## src/rtl/mux_8_32_pkg.sv

```systemverilog
// Shared PHY datapath constants for the byte/word mux and demux pair.
// Also provides the word-packing helper used by the assembler.
package mux_8_32_pkg;

    localparam int BYTE_W         = 8;
    localparam int WORD_W         = 32;
    localparam int BYTES_PER_WORD = 4;
    localparam int SEL_W          = 2;
    localparam int ACC_W          = WORD_W - BYTE_W;

    localparam logic [SEL_W-1:0] SEL_B0 = 2'd0;
    localparam logic [SEL_W-1:0] SEL_B1 = 2'd1;
    localparam logic [SEL_W-1:0] SEL_B2 = 2'd2;
    localparam logic [SEL_W-1:0] SEL_B3 = 2'd3;

    function automatic logic [WORD_W-1:0] pack_word(
        input logic [ACC_W-1:0]  acc,
        input logic [BYTE_W-1:0] last
    );
        return {acc, last};
    endfunction

endpackage

```

## src/rtl/mux_8_32.sv

```systemverilog
// Byte-to-word assembler: packs four valid bytes (MSB first) into a word.
// A stream that stops mid-word drops the partial word and pulses err_out.
module mux_8_32
    import mux_8_32_pkg::*;
(
    input  logic              clk_4f,
    input  logic              reset,
    input  logic [BYTE_W-1:0] data_in,
    input  logic              valid,
    output logic [WORD_W-1:0] data_out,
    output logic              valid_out,
    output logic              err_out
);

    logic [SEL_W-1:0] sel;
    logic [ACC_W-1:0] acc;

    always_ff @(posedge clk_4f) begin
        if (!reset) begin
            sel       <= SEL_B0;
            acc       <= '0;
            data_out  <= '0;
            valid_out <= 1'b0;
            err_out   <= 1'b0;
        end else if (valid) begin
            err_out <= 1'b0;
            sel     <= sel + 2'd1;
            unique case (sel)
                SEL_B0: acc[23:16] <= data_in;
                SEL_B1: acc[15:8]  <= data_in;
                SEL_B2: acc[7:0]   <= data_in;
                SEL_B3: begin
                    data_out  <= pack_word(acc, data_in);
                    valid_out <= 1'b1;
                end
            endcase
        end else begin
            // Gap: flush everything; flag only if a word was in progress
            sel       <= SEL_B0;
            acc       <= '0;
            data_out  <= '0;
            valid_out <= 1'b0;
            err_out   <= (sel != SEL_B0);
        end
    end

endmodule

```

## config.mk

```make
export PLATFORM = sky130hd
export DESIGN_NAME = mux_8_32
export DESIGN_NICKNAME = d
export VERILOG_FILES = /design/src/rtl/mux_8_32_pkg.sv /design/src/rtl/mux_8_32.sv
export SDC_FILE = /design/constraint.sdc
export NUM_CORES = 1
export LEC_CHECK = 0
export CELL_PAD_IN_SITES_DETAIL_PLACEMENT = 1
export CELL_PAD_IN_SITES_GLOBAL_PLACEMENT = 2
export CORE_MARGIN = 1.5
export CORE_UTILIZATION = 32
export DETAILED_ROUTE_END_ITERATION = 8
export GPL_ROUTABILITY_DRIVEN = 1
export PLACE_DENSITY = 0.8
export SYNTH_ARGS = -nofsm -noshare
export SYNTH_HDL_FRONTEND = slang
export SYNTH_SLANG_ARGS = --single-unit
export TNS_END_PERCENT = 5
```

## constraint.sdc

```tcl
create_clock -name clk_4f -period 1.5 [get_ports clk_4f]
set_clock_uncertainty 0.2 [all_clocks]
set_input_delay 0.225 -clock clk_4f [delete_from_list [all_inputs] [get_ports clk_4f]]
set_output_delay 0.225 -clock clk_4f [all_outputs]
set_load 0.03 [all_outputs]
```

# [Yosys cells after proc, flatten, opt, wreduce, memory -nomap -nowiden]
# Cells that the tools add are included.
[totals] regBits=60 in_bits=11 output_inout_bits=34 wordCells=16
[classes] addsub=1 n_eq_ne=3 bitwise_logic=1 n_reduce_logical=4
[ops] cell="2-bit equality test (second input constant)" n=2
[ops] cell="2-bit by 1-bit adder with 2-bit output (second input constant)" n=1
[ops] cell="2-bit by 1-bit equality test with 1-bit output (second input constant)" n=1
[ops] cell="2-bit zero test" n=1
[ops] cell="2-bit AND reduction" n=1
[ops] cell="2-bit nonzero test" n=1
[ops] cell="2-bit OR reduction" n=1
[ops] cell="1-bit NOT" n=1

# [Logic depth before layout (Yosys ltp)]
[logic_depth] ltp_word=2 depth_mapped=5 mapped_depth_nobuf=4

# [Least setup slack after synthesis]
# No wires, ideal clock.
[synth_timing] path_kind="register to register" startpoint="register sel[0]" endpoint="register data_out[19]" setup_ns=0.117 t_arrival_ns=1.009 required_time_ns=1.183 path_slack_ns=0.174 stages_incl_launch_ff=6 n_path_buf=2 period_less_slack_ns=1.326 cell_sequence="dfxtp_1 ha_1 buf_6 buf_8 mux2i_1 nor2_1"
[synth_between] elab_chain_len=1
[synth_lines] element="start: declaration" line="mux_8_32.sv:15" rtl="logic [SEL_W-1:0] sel;"
[synth_lines] element="start signal: assignment" line="mux_8_32.sv:27" rtl="sel <= sel + 2'd1;"
[synth_lines] element="2-bit equality test" line="mux_8_32.sv:28" rtl="unique case (sel)"
[synth_lines] element="end signal: assignment" line="mux_8_32.sv:33" rtl="data_out <= pack_word(acc, data_in);"
[synth_lines] element="end: declaration" line="mux_8_32.sv:10" rtl="output logic [WORD_W-1:0] data_out,"
# No other way between the ends.
# A chain may end at the register's enable or synchronous reset.

# [Worst setup path in the final report]
[layout_timing] startpoint="register data_out[2]" endpoint="output port data_out[2]"
# No word-level cell between the ends.

==> results_dict.tcl <==
set metrics [dict create \
    path_class "flop to primary output" \
    vias 1501 \
    yosys_warnings 0 \
    rsz0062_at_grt "true" \
    outcome "complete, but fails checks" \
    grt_pass1_vias 1554 \
    holdPathStages 2 \
    synth-main-ff-cell "dfxtp_1" \
    dr.pass1.iters 5 \
    core_area_um2 6459 \
    tns_ns 0 \
    viasPerCell 4.576 \
    worstPathMaxFanout 2 \
    fin_ws_ns 0.03875 \
    drive_gt1_share_pct 20.72 \
    ys_seq_area_share_pct 55.01 \
    yosys.area.top_type "dfxtp_1" \
    dieHeight_um 85.60 \
    area_growth_pct 36.16 \
    hold_end "valid_out$_SDFFE_PN0N_" \
    hold_violations 0 \
    use_met2_pct 21.33 \
    clock_tree.buffer_depth 2 \
    crit_buf_inv 1 \
    cp_cell_sequence "clkdlybuf4s15_1" \
    wl_per_cell_um 14.65 \
    cts_num_sinks 60 \
    violations "DRC" \
    min-delay-start "valid_out$_SDFFE_PN0N_" \
    drt-total-wl_um 4804 \
    place_ws_ns -0.04411 \
    cap_violations 0 \
    relSlewSlack_pct 79.94 \
    async_flop_share_pct 0 \
    cts_buffers 9 \
    port_buffers 44 \
    grt-ovfl-total 0 \
    drt-initial-drc-count 21 \
    end_kind "primary output" \
    critPathLaunchType "flop" \
    dieArea_um2 7327 \
    worstPathRequired_ns 1.07 \
    dp_cells 311 \
    worstReg2RegEnd "acc[2]$_SDFFE_PN0N_" \
    cpLargestDelayFamily "buffers and inverters" \
    timing.rr.start "sel[0]$_SDFF_PN0_" \
    grt_pass1_wl_um 7893 \
    place_area_um2 2733 \
    synth_seq_cells 60 \
    fmax_mhz 684.3 \
    postRouteAntennaNets 0 \
    crit_arrival_ns 1.04 \
    cts_tree "done" \
    busiest_layer "met2" \
    met1_usage_pct 17.94 \
    drc_errors 2 \
    crit_slowest_cell "clkdlybuf4s15_1" \
    reg2reg_setup_slack_ns 0.09 \
    synth_cells 197 \
    rows 29 \
    antenna_found_initial 0 \
    dpl.hpwl_um 3192 \
    finalSetupViolations 0 \
    ios 45 \
    irDropWorstVdd_v 0.0004537 \
    start_util_pct 33.80 \
    fin_util_pct 46.03 \
    synth_most_common_cell "dfxtp_1" \
    reg2reg_depth 4 \
    die_x_um 85.60 \
    grt_max_degree 21 \
    synth_common_cells "dfxtp_1 (60), nor2_1 (59), mux2i_1 (56)" \
    htreeDepth 3 \
    gp_congestion 0.6983 \
    syn_area_um2 2183 \
    use_met3_pct 4.331 \
    synth_top_area_share_pct 55.01 \
    clk_pin_slew_worst_paths_ns 0.07 \
    grt_use_total_pct 14.25 \
    synth_cell_types 12 \
    syn_avg_cell_area_um2 11.08 \
    root_buffer "clkbuf_8" \
    layout.nets 261 \
    min_path_type "flop to flop" \
    fin_crit_sh_pct 97.42 \
    fin_total_pwr_mw 3.720 \
    post-route-min-period_ns 1.461 \
    finish.instance_area_um2 2973 \
    stdcell_count 328 \
    yosys-top-cells-area "dfxtp_1 (55%), mux2i_1 (26%), nor2_1 (10%)" \
    clk_latency_ns 0.33 \
    diodes 0 \
    post_cts_buffers 0 \
    synth-edff-count 0 \
    critPathMaxStageDelay_ns 0.37 \
    p_leak_nw 1.124 \
    hold_slack_ns 0.2792 \
    worstMarginPinSlew_ns 0.3021 \
    pwr_density_cell_nw_per_um2 1251 \
    slew_violations 0 \
    synthesis.nets 212 \
]
==> cell families (layout without fill, tap and decap cells) <==
kind of cell	count (synthesis)	in the layout	share of synthesized area [%]
adder cells (fa/ha/maj)	4	4	2.292
buffers and inverters	15	69	6.074
flip-flops	60	60	55.01
multiplexers	56	56	25.67
AND/OR/NAND/NOR	62	62	10.95
==> timing repair <==
action | in CTS | in global routing
setup endpoints to repair | 57 | 54
pin swaps | 0 | 0
gates resized for setup | 59 | 21
endpoints found under the hold margin | 0 | 0
hold buffers | 0 | 0
cloned | 0 | 1
==> area by class of cell <==
class,instances,area [um2]
multi-input combinational,122,872.1
fill,717,3486
sequential,60,1202
tap,77,96.34
clock inverter,3,90.09
clock buffer,13,178.9
inverter,2,7.507
timing repair buffer,51,525.5
==> state kept, by name, summed over array words and instances, names as in the netlist <==
register	cells
valid_out	1
acc	24
data_out	32
sel	2
err_out	1
==> metal layers <==
metal	up-vias	wire (um)	part of all wire, %
met2	33	2131	44
met1	717	2327	48
met5	-	0	0
met4	0	118	2.5
li1	740	-	-
met3	11	227	4.7
==> how the worst max path moves through the flow <==
stage                             start  slack [ns]  cells past startpoint                   endpoint
6_report       data_out[2]$_SDFFE_PN0N_        0.04                      1                data_out[2]
5_1_grt               sel[1]$_SDFF_PN0_       -0.04                      4       acc[10]$_SDFFE_PN0N_
4_1_cts               sel[0]$_SDFF_PN0_       -0.03                      5   data_out[3]$_SDFFE_PN0N_
3_5_place_dp          sel[0]$_SDFF_PN0_       -0.04                      4       acc[20]$_SDFFE_PN0N_
3_3_place_gp          sel[1]$_SDFF_PN0_        0.01                      4       acc[14]$_SDFFE_PN0N_
2_1_floorplan         sel[0]$_SDFF_PN0_        0.17                      5  data_out[19]$_SDFFE_PN0N_
==> worst reg2reg max path: cells and delay by family, from the launching register on <==
| family | cells | cell delay (ns) |
|---|---|---|
| AND/OR/NAND/NOR | 1 | 0.06 |
| flip-flops | 1 | 0.33 |
| multiplexers | 1 | 0.27 |
| adder cells (fa/ha/maj) | 1 | 0.35 |
| buffers and inverters | 1 | 0.09 |
==> power breakdown <==
group / total, mW / internal (mW) / switching [mW]
clock: 1.91 / 1.29 / 0.626
sequential: 1.63 / 1.61 / 0.0122
combinational: 0.183 / 0.0891 / 0.0939
==> layout by cell type (no fill, tap or decap), types with 8 or more instances in the layout <==
master	instances
mux2i_1	56
clkbuf_2	15
dfxtp_1	59
clkdlybuf4s15_1	10
clkbuf_8	13
clkdlybuf4s50_1	10
buf_12	8
nor2_1	59
Power figures use the tool's default switching activity.
